[config.mk]
export PLATFORM = sky130hd
export DESIGN_NAME = spsram_fifo_flat
export DESIGN_NICKNAME = d
export VERILOG_FILES = /design/src/rtl/spsram_fifo_ctrl_pkg.sv /design/src/rtl/spsram_fifo_ctrl_if.sv /design/src/rtl/spsram.sv /design/src/rtl/spsram_fifo.sv /design/src/rtl/spsram_fifo_ctrl.sv /design/src/flat_wrapper.sv
export SDC_FILE = /design/constraint.sdc
export NUM_CORES = 2
export LEC_CHECK = 0
export ABC_CLOCK_PERIOD_IN_PS = 10800
export CORE_ASPECT_RATIO = 0.6
export CORE_MARGIN = 1
export CORE_UTILIZATION = 53
export CTS_BUF_LIST = sky130_fd_sc_hd__clkbuf_4 sky130_fd_sc_hd__clkbuf_8
export DETAILED_ROUTE_END_ITERATION = 10
export PLACE_DENSITY_LB_ADDON = 0.08
export SYNTH_ARGS = -nofsm -noshare
export SYNTH_HDL_FRONTEND = slang
export SYNTH_SLANG_ARGS = --single-unit
[constraint.sdc]
create_clock -name i_clk -period 10.8 [get_ports i_clk]
set_input_delay 3.24 -clock i_clk [delete_from_list [all_inputs] [get_ports i_clk]]
set_output_delay 3.24 -clock i_clk [all_outputs]
set_load 0.01 [all_outputs]
[src/rtl/spsram_fifo_ctrl_pkg.sv]
// -----------------------------------------------------------------------------
// spsram_fifo_ctrl_pkg
// Shared defaults and SRAM control encodings used by spsram, the FIFO
// controller and the spsram_fifo wrapper.
//   BW_DATA_DEF / BW_ADDR_DEF : default data and address widths
//   WEN_WRITE / CEN_ON / OEN_ON: active levels of the SRAM control pins
//   sram_op_e                 : kind of SRAM access issued in a cycle
// -----------------------------------------------------------------------------
package spsram_fifo_ctrl_pkg;

    localparam int BW_DATA_DEF = 64;
    localparam int BW_ADDR_DEF = 6;

    localparam logic WEN_WRITE = 1'b1;
    localparam logic CEN_ON    = 1'b1;
    localparam logic OEN_ON    = 1'b1;

    typedef enum logic [1:0] {
        SRAM_IDLE  = 2'd0,
        SRAM_READ  = 2'd1,
        SRAM_WRITE = 2'd2
    } sram_op_e;

endpackage

[src/rtl/spsram_fifo_ctrl_if.sv]
// -----------------------------------------------------------------------------
// spsram_fifo_ctrl_if
// Push/pop stream bundle of the FIFO. Signal names are from the controller's
// point of view (i_ = into the controller, o_ = out of it).
//   master : the FIFO user (drives push data/valid and pop ready)
//   slave  : the FIFO controller
// -----------------------------------------------------------------------------
interface spsram_fifo_ctrl_if
    import spsram_fifo_ctrl_pkg::*;
#(
    parameter int BW_DATA = BW_DATA_DEF,
    parameter int BW_ADDR = BW_ADDR_DEF
);
    logic               i_wr_valid;
    logic [BW_DATA-1:0] i_wr_data;
    logic               o_wr_ready;
    logic               o_rd_valid;
    logic [BW_DATA-1:0] o_rd_data;
    logic               i_rd_ready;
    logic [BW_ADDR+1:0] o_count;
    logic               o_full;

    modport master (
        output i_wr_valid, i_wr_data, i_rd_ready,
        input  o_wr_ready, o_rd_valid, o_rd_data, o_count, o_full
    );

    modport slave (
        input  i_wr_valid, i_wr_data, i_rd_ready,
        output o_wr_ready, o_rd_valid, o_rd_data, o_count, o_full
    );
endinterface

[src/rtl/spsram.sv]
// -----------------------------------------------------------------------------
// spsram
// Single-port synchronous SRAM, one access per cycle, read latency 1.
//   i_clk   : clock
//   i_data  : write data
//   i_addr  : word address
//   i_wen   : 1 = write, 0 = read (when enabled)
//   i_cen   : 1 = access this cycle
//   i_oen   : 1 = drive o_data, otherwise o_data reads 0
//   o_data  : read data, valid the cycle after the read address was sampled
// -----------------------------------------------------------------------------
module spsram
    import spsram_fifo_ctrl_pkg::*;
#(
    parameter int BW_DATA = BW_DATA_DEF,
    parameter int BW_ADDR = BW_ADDR_DEF
) (
    input  logic               i_clk,
    input  logic [BW_DATA-1:0] i_data,
    input  logic [BW_ADDR-1:0] i_addr,
    input  logic               i_wen,
    input  logic               i_cen,
    input  logic               i_oen,
    output logic [BW_DATA-1:0] o_data
);
    localparam int DEPTH = 1 << BW_ADDR;

    logic [BW_DATA-1:0] r_mem [DEPTH];
    logic [BW_DATA-1:0] r_data;

    always_ff @(posedge i_clk) begin
        if (i_cen == CEN_ON) begin
            if (i_wen == WEN_WRITE) begin
                r_mem[i_addr] <= i_data;
            end else begin
                r_data <= r_mem[i_addr];
            end
        end
    end

    assign o_data = (i_oen == OEN_ON) ? r_data : '0;
endmodule

[src/rtl/spsram_fifo.sv]
// -----------------------------------------------------------------------------
// spsram_fifo
// Complete FIFO: spsram_fifo_ctrl driving one spsram instance.
//   i_clk, i_rstn : clock, asynchronous active-low reset
//   bus (slave)   : push/pop streams and status
// -----------------------------------------------------------------------------
module spsram_fifo
    import spsram_fifo_ctrl_pkg::*;
#(
    parameter int BW_DATA = BW_DATA_DEF,
    parameter int BW_ADDR = BW_ADDR_DEF
) (
    input  logic              i_clk,
    input  logic              i_rstn,
    spsram_fifo_ctrl_if.slave bus
);
    logic [BW_DATA-1:0] w_sram_din;
    logic [BW_DATA-1:0] w_sram_dout;
    logic [BW_ADDR-1:0] w_sram_addr;
    logic               w_sram_wen;
    logic               w_sram_cen;
    logic               w_sram_oen;

    spsram_fifo_ctrl #(
        .BW_DATA (BW_DATA),
        .BW_ADDR (BW_ADDR)
    ) u_ctrl (
        .i_clk       (i_clk),
        .i_rstn      (i_rstn),
        .bus         (bus),
        .o_sram_data (w_sram_din),
        .o_sram_addr (w_sram_addr),
        .o_sram_wen  (w_sram_wen),
        .o_sram_cen  (w_sram_cen),
        .o_sram_oen  (w_sram_oen),
        .i_sram_data (w_sram_dout)
    );

    spsram #(
        .BW_DATA (BW_DATA),
        .BW_ADDR (BW_ADDR)
    ) u_sram (
        .i_clk  (i_clk),
        .i_data (w_sram_din),
        .i_addr (w_sram_addr),
        .i_wen  (w_sram_wen),
        .i_cen  (w_sram_cen),
        .i_oen  (w_sram_oen),
        .o_data (w_sram_dout)
    );
endmodule

[src/rtl/spsram_fifo_ctrl.sv]
// -----------------------------------------------------------------------------
// spsram_fifo_ctrl
// FIFO controller in front of a single-port SRAM. Push and pop streams are
// turned into at most one SRAM access per cycle; reads win over writes. Pop
// data is held in an output register so it stays stable while stalled.
//   i_clk, i_rstn  : clock, asynchronous active-low reset
//   bus (slave)    : push stream, pop stream, o_count, o_full
//   o_sram_*       : drive spsram i_data/i_addr/i_wen/i_cen/i_oen
//   i_sram_data    : spsram o_data
// -----------------------------------------------------------------------------
module spsram_fifo_ctrl
    import spsram_fifo_ctrl_pkg::*;
#(
    parameter int BW_DATA = BW_DATA_DEF,
    parameter int BW_ADDR = BW_ADDR_DEF
) (
    input  logic               i_clk,
    input  logic               i_rstn,
    spsram_fifo_ctrl_if.slave  bus,
    output logic [BW_DATA-1:0] o_sram_data,
    output logic [BW_ADDR-1:0] o_sram_addr,
    output logic               o_sram_wen,
    output logic               o_sram_cen,
    output logic               o_sram_oen,
    input  logic [BW_DATA-1:0] i_sram_data
);
    localparam int               DEPTH    = 1 << BW_ADDR;
    localparam logic [BW_ADDR:0] MEM_FULL = DEPTH[BW_ADDR:0];

    logic [BW_ADDR-1:0] r_wr_ptr;
    logic [BW_ADDR-1:0] r_rd_ptr;
    logic [BW_ADDR:0]   r_mem_cnt;
    logic               r_rd_pend;
    logic               r_rd_vld;
    logic [BW_DATA-1:0] r_rd_data;

    logic     w_rd_gnt;
    logic     w_wr_ready;
    logic     w_wr_gnt;
    logic     w_pop;
    sram_op_e w_op;

    // A read is issued only when the output register will be free by the time
    // the data returns; the i_rstn terms keep the SRAM port quiet in reset.
    assign w_rd_gnt   = i_rstn && (r_mem_cnt != '0) && !r_rd_pend &&
                        (!r_rd_vld || bus.i_rd_ready);
    assign w_wr_ready = i_rstn && (r_mem_cnt != MEM_FULL) && !w_rd_gnt;
    assign w_wr_gnt   = bus.i_wr_valid && w_wr_ready;
    assign w_pop      = r_rd_vld && bus.i_rd_ready;

    always_comb begin
        w_op = SRAM_IDLE;
        if (w_rd_gnt) begin
            w_op = SRAM_READ;
        end else if (w_wr_gnt) begin
            w_op = SRAM_WRITE;
        end
    end

    always_comb begin
        o_sram_data = '0;
        o_sram_addr = '0;
        o_sram_wen  = ~WEN_WRITE;
        o_sram_cen  = ~CEN_ON;
        case (w_op)
            SRAM_READ: begin
                o_sram_addr = r_rd_ptr;
                o_sram_cen  = CEN_ON;
            end
            SRAM_WRITE: begin
                o_sram_addr = r_wr_ptr;
                o_sram_cen  = CEN_ON;
                o_sram_wen  = WEN_WRITE;
                o_sram_data = bus.i_wr_data;
            end
            default: ;
        endcase
    end

    // Output enable spans the address cycle and the data-return cycle.
    assign o_sram_oen = (w_rd_gnt || r_rd_pend) ? OEN_ON : ~OEN_ON;

    always_ff @(posedge i_clk or negedge i_rstn) begin
        if (!i_rstn) begin
            r_wr_ptr  <= '0;
            r_rd_ptr  <= '0;
            r_mem_cnt <= '0;
            r_rd_pend <= 1'b0;
            r_rd_vld  <= 1'b0;
            r_rd_data <= '0;
        end else begin
            if (w_rd_gnt) begin
                r_rd_ptr <= r_rd_ptr + 1'b1;
            end
            if (w_wr_gnt) begin
                r_wr_ptr <= r_wr_ptr + 1'b1;
            end
            // Grants are exclusive, so the count never moves both ways at once.
            if (w_rd_gnt) begin
                r_mem_cnt <= r_mem_cnt - 1'b1;
            end else if (w_wr_gnt) begin
                r_mem_cnt <= r_mem_cnt + 1'b1;
            end
            r_rd_pend <= w_rd_gnt;
            // Returning data always lands; it replaces a word popped this cycle.
            if (r_rd_pend) begin
                r_rd_data <= i_sram_data;
                r_rd_vld  <= 1'b1;
            end else if (w_pop) begin
                r_rd_vld  <= 1'b0;
            end
        end
    end

    assign bus.o_wr_ready = w_wr_ready;
    assign bus.o_rd_valid = r_rd_vld;
    assign bus.o_rd_data  = r_rd_data;
    assign bus.o_full     = (r_mem_cnt == MEM_FULL);
    assign bus.o_count    = {1'b0, r_mem_cnt}
                          + {{(BW_ADDR+1){1'b0}}, r_rd_pend}
                          + {{(BW_ADDR+1){1'b0}}, r_rd_vld};
endmodule

[src/flat_wrapper.sv]
// flat-port wrapper written by rule: the top's interface ports become plain ports
module spsram_fifo_flat import spsram_fifo_ctrl_pkg::*;
#(
    parameter int BW_DATA = BW_DATA_DEF,
    parameter int BW_ADDR = BW_ADDR_DEF
)
  (i_clk, i_rstn, bus_i_wr_valid, bus_i_wr_data, bus_i_rd_ready, bus_o_wr_ready, bus_o_rd_valid, bus_o_rd_data, bus_o_count, bus_o_full);
  spsram_fifo_ctrl_if #(.BW_DATA(BW_DATA), .BW_ADDR(BW_ADDR)) bus_i ();
  input  logic i_clk;
  input  logic i_rstn;
  input wire logic [$bits(bus_i.i_wr_valid)-1:0] bus_i_wr_valid;
  input wire logic [$bits(bus_i.i_wr_data)-1:0] bus_i_wr_data;
  input wire logic [$bits(bus_i.i_rd_ready)-1:0] bus_i_rd_ready;
  output wire logic [$bits(bus_i.o_wr_ready)-1:0] bus_o_wr_ready;
  output wire logic [$bits(bus_i.o_rd_valid)-1:0] bus_o_rd_valid;
  output wire logic [$bits(bus_i.o_rd_data)-1:0] bus_o_rd_data;
  output wire logic [$bits(bus_i.o_count)-1:0] bus_o_count;
  output wire logic [$bits(bus_i.o_full)-1:0] bus_o_full;
  assign bus_i.i_wr_valid = bus_i_wr_valid;
  assign bus_i.i_wr_data = bus_i_wr_data;
  assign bus_i.i_rd_ready = bus_i_rd_ready;
  assign bus_o_wr_ready = bus_i.o_wr_ready;
  assign bus_o_rd_valid = bus_i.o_rd_valid;
  assign bus_o_rd_data = bus_i.o_rd_data;
  assign bus_o_count = bus_i.o_count;
  assign bus_o_full = bus_i.o_full;
  spsram_fifo #(.BW_DATA(BW_DATA), .BW_ADDR(BW_ADDR)) u_core (.i_clk(i_clk), .i_rstn(i_rstn), .bus(bus_i));
endmodule
==> results.toml <==
[grt]
grt_overflow = 0
met3_usage_pct = 7.71
grt_pass1_vias = 101000
antenna_found_initial = 25
track_usage_pct = 34.8
grt_pass1_wl_mm = 765
use_met2_pct = 49.6
grt_max_degree = 189
grtUsageMet1_pct = 53.2
top_usage_layer = "met1"

[routing]
drt-wirelength-per-cell_um = 32.2
drc_errors = 0
finalWirelength_mm = 553
dr.first_iter.drc_count = 18300
drt_pre_antenna_iters = 6
dr_total_vias = 109000
postRouteAntennaNets = 0
vias_per_cell = 6.37

[power]
p_leak_nw = 62.7
peakVddDrop_mv = 0.153
net-switching-power_mw = 12.4
switching_share_pct = 31.1
internal_power_mw = 27.5
power_density_nw_per_um2 = 218
clkPwrFrac_pct = 32.0
pwr-share-comb_pct = 20.6
seqPwrFrac_pct = 47.5

[setup_path]
cpMostUsedCell = "clkdlybuf4s50_1"
crit_fanout = 67
arrival_ns = 5.66
worstSetupEndpointType = "output pin"
start_kind = "input pin"
cpLargestDelayFamily = "buffers and inverters"
cpPeakStageDelay_ns = 0.77
crit_type = "in -> out"
cp_slowest_cell = "inv_6"
cp_data_required_time_ns = 7.56
r2r_slack_ns = 4.41
cp_cell_sequence = "clkdlybuf4s50_1 > o21ai_0 > a211o_1 > inv_6 > nor3_1 > clkdlybuf4s50_1"
path_buf_inv = 3

[clock_tree]
cts_max_level = 6
cts.sinks = 4245
post_cts.repair.setup_buffers = 0
cts_tree = "done"
cts-resized-gates = 0
worst_skew_pair.late_latency_ns = 1.13
cts-root-buf = "clkbuf_8"
cts_buffers = 618
clk_path_buf_depth = 4
holdBufCountCts = 0
clkTransAtPathRegs_ns = 0.07

[synth]
syn_avg_cell_area_um2 = 13.2
async_flop_share_pct = 2.00
synth_top_area_share_pct = 76.5
ys_seq_elements = 4245
yosys-top-cells-area = "edfxtp_1 (77%), nand2_1 (9.5%), a21oi_1 (6.3%), nor4_1 (2.0%), clkbuf_1 (1.4%)"
synth_edf_count = 4160
ys.flop_type = "edfxtp_1"
yosysWarnings = 0
syn_nets = 12400
syn_area_um2 = 163000
synth_cells = 12300
ys_seq_area_share_pct = 77.8
synth_cell_types = 40
yosys.area.top_type = "edfxtp_1"

[min_path]
hp-class = "reg -> reg"

[timing]
skew_ns = 0.0580
whs_ns = 0.494
slew_violations = 0
tightest_slew_ns = 1.42
tns_ns = 0
period_needed_ns = 8.90
max-slew-margin-rel_pct = 5.20
rsz0062_at_grt = "false"
period_share_pct = 82.4
max_freq_ghz = 0.112
finalSetupViolations = 0
hold_viol = 0

[layout]
nets = 12700
finalNonFillerCells = 17200
syn2layout_area_growth_pct = 11.9
drive_above_1_share_pct = 11.5
layout_commonest_cell = "edfxtp_1"
fillers = 23700
layout_common_cells = "edfxtp_1 (4160), nand2_1 (4117), a21oi_1 (2053), clkbuf_8 (657), nor4_1 (512)"

[status]
status = "finished clean"

[floorplan]
fp-row-count = 157
die_h_um = 432
start_util_pct = 53.4
io_pins = 143
dieArea_um2 = 310000
die_width_um = 719
core_um2 = 306000

[place]
io_buffers = 142
gp_congestion = 0.831
hpwlAfterDp_mm = 273
dpl.cell_count = 16100

[job]
max-cap-violations = 0
## cell usage after synthesis, drive strengths merged (3+ instances only)
cell type / count
edfxtp: 4160
o22ai: 256
nor4: 513
mux2: 64
a21oi: 2053
xnor2: 15
buf: 144
xor2: 5
a32oi: 3
o21a: 3
inv: 11
nand2: 4126
ha: 8
nand3b: 4
nand4: 3
a21o: 3
dfrtp: 85
nand3: 11
or4: 64
o21ai: 12
nor2: 48
and3: 67
clkbuf: 626
nor3: 26
## kinds of logic after synthesis
logic type,share of synthesized area [%]
adder cells (fa/ha/maj),0.0858
AND/OR/NAND/NOR,12.3
AO/OA/AOI/OAI,7.42
buffers and inverters,1.85
multiplexers,0.448
flip-flops,77.8
XOR/XNOR,0.107
## layer usage
metal	wire [µm]	vias up
li1	-	45600
met1	225000	54700
met2	233000	7909
met3	73600	1090
met4	20900	6
met5	40	-
## final timing paths
check / from / endpoint / cells past startpoint
setup / recovery: bus_i_rd_ready / bus_o_wr_ready / 6
hold / removal: u_core.u_sram.r_data[53] / u_core.u_ctrl.bus.o_rd_data[53] / 1
setup reg to reg: u_core.u_ctrl.r_rd_pend / u_core.u_sram.r_data[17] / 13
hold reg to reg: u_core.u_sram.r_data[53] / u_core.u_ctrl.bus.o_rd_data[53] / 1
max in group asynchronous: i_rstn / u_core.u_ctrl.bus.o_rd_data[44] / 2
min in group asynchronous: i_rstn / u_core.u_ctrl.bus.o_rd_data[11] / 1
## state kept, by name (all words and copies together) (netlist names)
name	flops
u_core.u_sram.r_mem	4096
u_core.u_ctrl.bus.o_rd_data	64
u_core.u_sram.r_data	64
u_core.u_ctrl.r_mem_cnt	7
u_core.u_ctrl.r_rd_ptr	6
u_core.u_ctrl.r_wr_ptr	6
u_core.u_ctrl.bus.o_rd_valid	1
u_core.u_ctrl.r_rd_pend	1
## worst register-to-register path, cell delays in order (launching register included)
cell and delay, ns:
dfrtp_4 0.98, inv_1 0.18, o21ai_0 0.16, a211o_1 0.26
inv_6 0.35, a32oi_4 1.16, buf_12 0.38, buf_4 0.97
buf_4 0.87, nand2_1 0.24, a21oi_1 0.16, nor4_1 0.08
o22ai_1 0.30, or4_1 0.17
## power by group through the flow
stage | Sequential, mW | Clock, mW | Combinational, mW
3_3_place_gp | 19.3 | 0 | 7.94
4_1_cts | 18.9 | 12.8 | 8.05
5_1_grt | 18.9 | 13.5 | 8.73
3_5_place_dp | 19.3 | 0 | 8.02
2_1_floorplan | 19.1 | 0 | 4.93
6_report | 18.9 | 12.7 | 8.20
## through the flow
stage | util [%] | worst slack (ns) | cell area [µm²] | total power, mW
3_3_place_gp | 55.9 | 1.93 | 171000 | 27.2
3_5_place_dp | 55.9 | 1.92 | 171000 | 27.3
6_report | 59.7 | 1.90 | 183000 | 39.9
4_1_cts | 59.7 | 1.92 | 183000 | 39.8
5_1_grt | 59.7 | 1.85 | 183000 | 41.1
2_1_floorplan | - | -0.953 | 163000 | 24.0
## final cells by class
type / count / area (µm²) / share of cell area, %
multi-input combinational: 7299 / 33900 / 18.6
tap: 4054 / 5070 / 2.78
timing repair buffer: 463 / 4730 / 2.59
sequential: 4245 / 127000 / 69.6
clock inverter: 175 / 892 / 0.488
antenna: 6 / 15.0 / 0.00822
inverter: 11 / 46.3 / 0.0253
clock buffer: 907 / 10900 / 5.98
Power figures use the tool's default switching activity.
